<file path="config.mk">
export PLATFORM = sky130hd
export DESIGN_NAME = mult4_seq_flat
export DESIGN_NICKNAME = d
export VERILOG_FILES = /design/src/rtl/mult4_seq_pkg.sv /design/src/rtl/mult4_seq_if.sv /design/src/rtl/mult4_seq_fulladder4.sv /design/src/rtl/mult4_seq.sv /design/src/flat_wrapper.sv
export SDC_FILE = /design/constraint.sdc
export NUM_CORES = 1
export LEC_CHECK = 0
export ABC_AREA = 1
export CORE_MARGIN = 2
export CORE_UTILIZATION = 35
export DETAILED_ROUTE_END_ITERATION = 10
export PLACE_DENSITY = 0.69
export SKIP_CTS_REPAIR_TIMING = 1
export SYNTH_ARGS = -nofsm -noshare
export SYNTH_HDL_FRONTEND = slang
export SYNTH_SLANG_ARGS = --single-unit
</file>
<file path="constraint.sdc">
create_clock -name clk -period 2 [get_ports clk]
set_input_delay 0.4 -clock clk [delete_from_list [all_inputs] [get_ports clk]]
set_output_delay 0.4 -clock clk [all_outputs]
set_load 0.02 [all_outputs]
</file>
<file path="src/rtl/mult4_seq_pkg.sv">
// Shared definitions for the 4x4 sequential multiplier family:
// state encodings and the iteration count.
package mult4_seq_pkg;

    typedef enum logic [1:0] {
        ST_IDLE = 2'd0,
        ST_RUN  = 2'd1,
        ST_DONE = 2'd2
    } state_t;

    localparam int unsigned MULT4_ITER = 4;
    localparam logic [2:0]  LAST_CNT   = 3'(MULT4_ITER - 1);

endpackage : mult4_seq_pkg

</file>
<file path="src/rtl/mult4_seq_if.sv">
// Request/result bundle of the sequential multiplier: operands and start
// in, busy/done status and product out.
interface mult4_seq_if;

    logic       start;
    logic [3:0] a;
    logic [3:0] b;
    logic       busy;
    logic       done;
    logic [7:0] p;

    modport master (
        output start, a, b,
        input  busy, done, p
    );

    modport slave (
        input  start, a, b,
        output busy, done, p
    );

endinterface : mult4_seq_if

</file>
<file path="src/rtl/mult4_seq_fulladder4.sv">
// 4-bit ripple-carry adder; the only arithmetic element of the multiplier.
module fulladder4 (
    input  logic [3:0] a,
    input  logic [3:0] b,
    input  logic       ci,
    output logic [3:0] s,
    output logic       co
);

    // Ripple the carry through four full-adder bit slices
    always_comb begin
        logic carry_v;
        carry_v = ci;
        s       = 4'd0;
        for (int i = 0; i < 4; i++) begin
            s[i]    = a[i] ^ b[i] ^ carry_v;
            carry_v = (a[i] & b[i]) | (carry_v & (a[i] ^ b[i]));
        end
        co = carry_v;
    end

endmodule : fulladder4

</file>
<file path="src/rtl/mult4_seq.sv">
// Sequential 4x4 unsigned shift-and-add multiplier: one partial-product
// addition per cycle through fulladder4, 8-bit product after four iterations.
module mult4_seq
    import mult4_seq_pkg::*;
(
    input  logic         clk,
    input  logic         rst,
    mult4_seq_if.slave   bus
);

    state_t     state_r;
    state_t     state_nxt_s;
    logic [3:0] mcand_r;
    logic [3:0] acc_r;
    logic [3:0] mq_r;
    logic [2:0] cnt_r;
    logic [7:0] p_r;
    logic       busy_r;
    logic       done_r;

    logic [3:0] sum_s;
    logic       co_s;
    logic [8:0] pre_shift_s;
    logic [7:0] step_s;
    logic       load_s;
    logic       iter_s;
    logic       last_s;

    fulladder4 u_add (
        .a  (acc_r),
        .b  (mcand_r),
        .ci (1'b0),
        .s  (sum_s),
        .co (co_s)
    );

    // Partial-product step; the adder carry lands in acc[3] after the shift
    always_comb begin
        pre_shift_s = 9'd0;
        if (mq_r[0]) begin
            pre_shift_s = {co_s, sum_s, mq_r};
        end else begin
            pre_shift_s = {1'b0, acc_r, mq_r};
        end
        step_s = pre_shift_s[8:1];
    end

    // Next-state and control decode
    always_comb begin
        state_nxt_s = state_r;
        load_s      = 1'b0;
        iter_s      = 1'b0;
        last_s      = 1'b0;
        case (state_r)
            ST_IDLE: begin
                if (bus.start) begin
                    load_s      = 1'b1;
                    state_nxt_s = ST_RUN;
                end else begin
                    state_nxt_s = ST_IDLE;
                end
            end
            ST_RUN: begin
                iter_s = 1'b1;
                if (cnt_r == LAST_CNT) begin
                    last_s      = 1'b1;
                    state_nxt_s = ST_DONE;
                end else begin
                    state_nxt_s = ST_RUN;
                end
            end
            ST_DONE: begin
                // A start here is accepted directly, giving one result per 5 cycles
                if (bus.start) begin
                    load_s      = 1'b1;
                    state_nxt_s = ST_RUN;
                end else begin
                    state_nxt_s = ST_IDLE;
                end
            end
            default: begin
                state_nxt_s = ST_IDLE;
            end
        endcase
    end

    // State, datapath and registered status/product
    always_ff @(posedge clk or posedge rst) begin
        if (rst) begin
            state_r <= ST_IDLE;
            mcand_r <= 4'd0;
            acc_r   <= 4'd0;
            mq_r    <= 4'd0;
            cnt_r   <= 3'd0;
            p_r     <= 8'h00;
            busy_r  <= 1'b0;
            done_r  <= 1'b0;
        end else begin
            state_r <= state_nxt_s;
            busy_r  <= (state_nxt_s == ST_RUN);
            done_r  <= (state_nxt_s == ST_DONE);
            if (load_s) begin
                mcand_r <= bus.a;
                acc_r   <= 4'd0;
                mq_r    <= bus.b;
                cnt_r   <= 3'd0;
            end else if (iter_s) begin
                acc_r <= step_s[7:4];
                mq_r  <= step_s[3:0];
                cnt_r <= cnt_r + 3'd1;
                if (last_s) begin
                    p_r <= step_s;
                end
            end
        end
    end

    assign bus.busy = busy_r;
    assign bus.done = done_r;
    assign bus.p    = p_r;

endmodule : mult4_seq

</file>
<file path="src/flat_wrapper.sv">
// flat-port wrapper written by rule: the top's interface ports become plain ports
module mult4_seq_flat import mult4_seq_pkg::*;
  (clk, rst, bus_start, bus_a, bus_b, bus_busy, bus_done, bus_p);
  mult4_seq_if bus_i ();
  input  logic clk;
  input  logic rst;
  input wire logic [$bits(bus_i.start)-1:0] bus_start;
  input wire logic [$bits(bus_i.a)-1:0] bus_a;
  input wire logic [$bits(bus_i.b)-1:0] bus_b;
  output wire logic [$bits(bus_i.busy)-1:0] bus_busy;
  output wire logic [$bits(bus_i.done)-1:0] bus_done;
  output wire logic [$bits(bus_i.p)-1:0] bus_p;
  assign bus_i.start = bus_start;
  assign bus_i.a = bus_a;
  assign bus_i.b = bus_b;
  assign bus_busy = bus_i.busy;
  assign bus_done = bus_i.done;
  assign bus_p = bus_i.p;
  mult4_seq u_core (.clk(clk), .rst(rst), .bus(bus_i));
endmodule
</file>
==> metrics.txt <==
post-route cell area=1550 um^2; WP data arrival=2.30 ns; placer congestion estimate=0.796; Total GRT Usage=12.1%; Setup crit start=u_core.mcand_r[0]; port bufs=20; Lkg Pwr=0.800 nW; Post-Synth XOR/XNOR Area=0%; H-tree depth=1; Worst Tran Pin Value=0.335 ns; # diodes=0; Bufs on Longest Clock Path=2; routed len/inst=10.6 um; slew margin rel.=77.6%; Finish-stage setup viols=2; CTS clk-pin slew, worst paths=0.14 ns; Syn Nets=155; adder-cell share of the synthesized area=7.91%; cts bufs inserted=3; most frequent cells in the layout=nand2_1, dfrtp_1, clkdlybuf4s50_1; CP delay by family, top=adder cells; ranking of synthesized cells by area=dfrtp_1, nand2_1, inv_1; Max Fclk=482 MHz; part of the Yosys area used for sequential elements=54.8%; CTS tree=done; Pwr per Cell Area=1430 nW/um^2; commonest non-fill, non-tap cell in the layout=nand2_1; Crit. End Element=flop; Max-Cap Viols=0; Core ar.=3360 um^2; combinational family with the most area after synthesis=simple AND/OR/NAND/NOR gates; Die X=63.4 um; sw frac=41.8%; post-synth top area cell=dfrtp_1; initial core utilization=36.7%; Top Ports=21; antenna violations before repair=0; Die ar.=4020 um^2; Crit path required time=2.22 ns; largest net degree at the start of global routing=28; Die Ht=63.4 um; latest clock arrival within the worst-skew pair=0.32 ns; internal power=1.29 mW; r2r setup slk=-0.07 ns; reg-to-reg startpoint=u_core.mcand_r[0]; worst-path maximum fanout=2; Post-route DRC=0; clock sink count=27; post-synthesis mux area share=0%; Min-Delay Path Class=in -> async; Overflow after GRT=0; Starting DRT DRC Count=33; Unique masters post-synth=17; failing checks=negative setup slack; Slowest cell on crit path=fa_1; FF+latch area=676 um^2; RR Endpoint=u_core.acc_r[2]; Peak VDD IR=0.000419 V; Avg Inst Size Synth=8.94 um^2; Cells after Synth=138; Sequential Power Share=41.0%; Final period util=104%; first-pass GRT wire length=3790 um; placed inst area=1500 um^2; Worst R2R Path Depth=10; Worst Skew=0.00452 ns; area grow syn2layout=25.5%; post-synthesis compound-gate area fraction=6.19%; Psw=0.924 mW; Mapped Area=1230 um^2; dpl ws=-0.101 ns; status=complete, but fails checks; NumNets Final=183; Crit Path Class=reg -> reg; vias per inst=4.27; number of routed nets with antenna violations=0; detailed placement HPWL=1700 um; Hold Violations, Final=0; share of the synthesized area in the top cell type=54.8%; Fill cells=344; synthesis-stage register bit count=27; Slew Limit Fails=0; number of global-route vias before repair=899; root buffer cell=clkbuf_4; Yosys warning total=0; final core occ=46.0%; multi-input logic area=473 um^2; Startpoint Class=flop; critical-path cell list=ha_2 > inv_2 > fa_2 > fa_2 > inv_2 > fa_1 > nand2_1 > o21ai_2 > nand2_1 > o21ai_1; post-route minimum period=2.07 ns; DRT Pass-1 Iters=4; Largest stage delay, worst path=0.40 ns; simple-gate share of the synthesized area=23.3%; cell row count=21; layout cells sized above 1=13.9%; worst setup margin=-0.0744 ns; clock network fraction of total power=10.4%; vias=901; RSZ-0062 raised after global routing=true; CP bufs+invs=2; Gate power share=48.6%; total length of routed wires=2230 um
per-layer routing:
layer  up-vias  global-route usage, %  wire (um)
li1        475                      -          -
met1       409                   13.8       1020
met2        13                   21.8       1120
met3         4                   2.14         64
met4         0                   5.71         31
met5         -                      0          0
sequential cells by signal, summed over array words and instances, names as in the netlist:
name,count
u_core.bus.p,8
u_core.cnt_r,3
u_core.state_r,2
u_core.mq_r,4
u_core.mcand_r,4
u_core.acc_r,4
u_core.bus.done,1
u_core.bus.busy,1
cell families after synthesis:
family / count (synthesis)
simple gates: 69
flops: 27
fa+ha+maj: 6
compound gates: 14
buf+inv: 22
through the flow:
| stage | std cells | hold WS (ns) | power [mW] | setup TNS, ns |
|---|---|---|---|---|
| floorplan | 138 | 0.446 | 1.62 | -0.00891 |
| global route | 211 | 0.444 | 2.41 | -0.309 |
| detailed placement | 205 | 0.471 | 1.97 | -0.162 |
| global placement | 205 | 0.460 | 1.92 | -0.0182 |
| CTS | 209 | 0.437 | 2.20 | -0.193 |
| finish | 211 | 0.424 | 2.21 | -0.133 |
worst max-delay path by stage:
stage | to | slack [ns] | depth (start not counted)
final | u_core.acc_r[2] | -0.07 | 10
after global routing | u_core.acc_r[2] | -0.17 | 10
after CTS | u_core.acc_r[2] | -0.11 | 10
after detailed placement | u_core.acc_r[2] | -0.10 | 10
after global placement | u_core.acc_r[2] | -0.02 | 10
after floorplan | u_core.acc_r[2] | -0.009 | 10
power groups by stage:
stage               Clock [mW]  Sequential, mW  Combinational, mW
floorplan                    0           0.984              0.640
global placement             0           0.904               1.02
detailed placement           0           0.918               1.06
CTS                      0.238           0.905               1.06
global route             0.256           0.929               1.22
finish                   0.230           0.907               1.08
worst register-to-register path, stage by stage, from the launching register on:
cell,delay [ns]
dfrtp_1,0.38
ha_2,0.17
inv_2,0.04
fa_2,0.34
fa_2,0.34
inv_2,0.06
fa_1,0.40
nand2_1,0.08
o21ai_2,0.06
nand2_1,0.06
o21ai_1,0.06
Yosys cell counts:
| cell type | instances |
|---|---|
| ha_1 | 3 |
| nand2_1 | 62 |
| o21ai_0 | 10 |
| clkinv_2 | 1 |
| inv_1 | 17 |
| a21oi_1 | 1 |
| nor2_1 | 1 |
| dfrtp_1 | 27 |
| nand3_1 | 1 |
| nand2_4 | 3 |
| buf_6 | 1 |
| fa_1 | 3 |
| o21ai_2 | 1 |
| nand2_2 | 2 |
| o22ai_1 | 2 |
| inv_2 | 2 |
| inv_6 | 1 |
cell type report:
type | instances | share of cell area [%]
Sequential cell | 27 | 43.7
Multi-Input combinational cell | 89 | 30.6
Timing Repair Buffer | 24 | 14.9
Inverter | 21 | 5.50
Tap cell | 46 | 3.72
Clock buffer | 4 | 1.70
No activity file was read; power rests on OpenSTA's default activity.
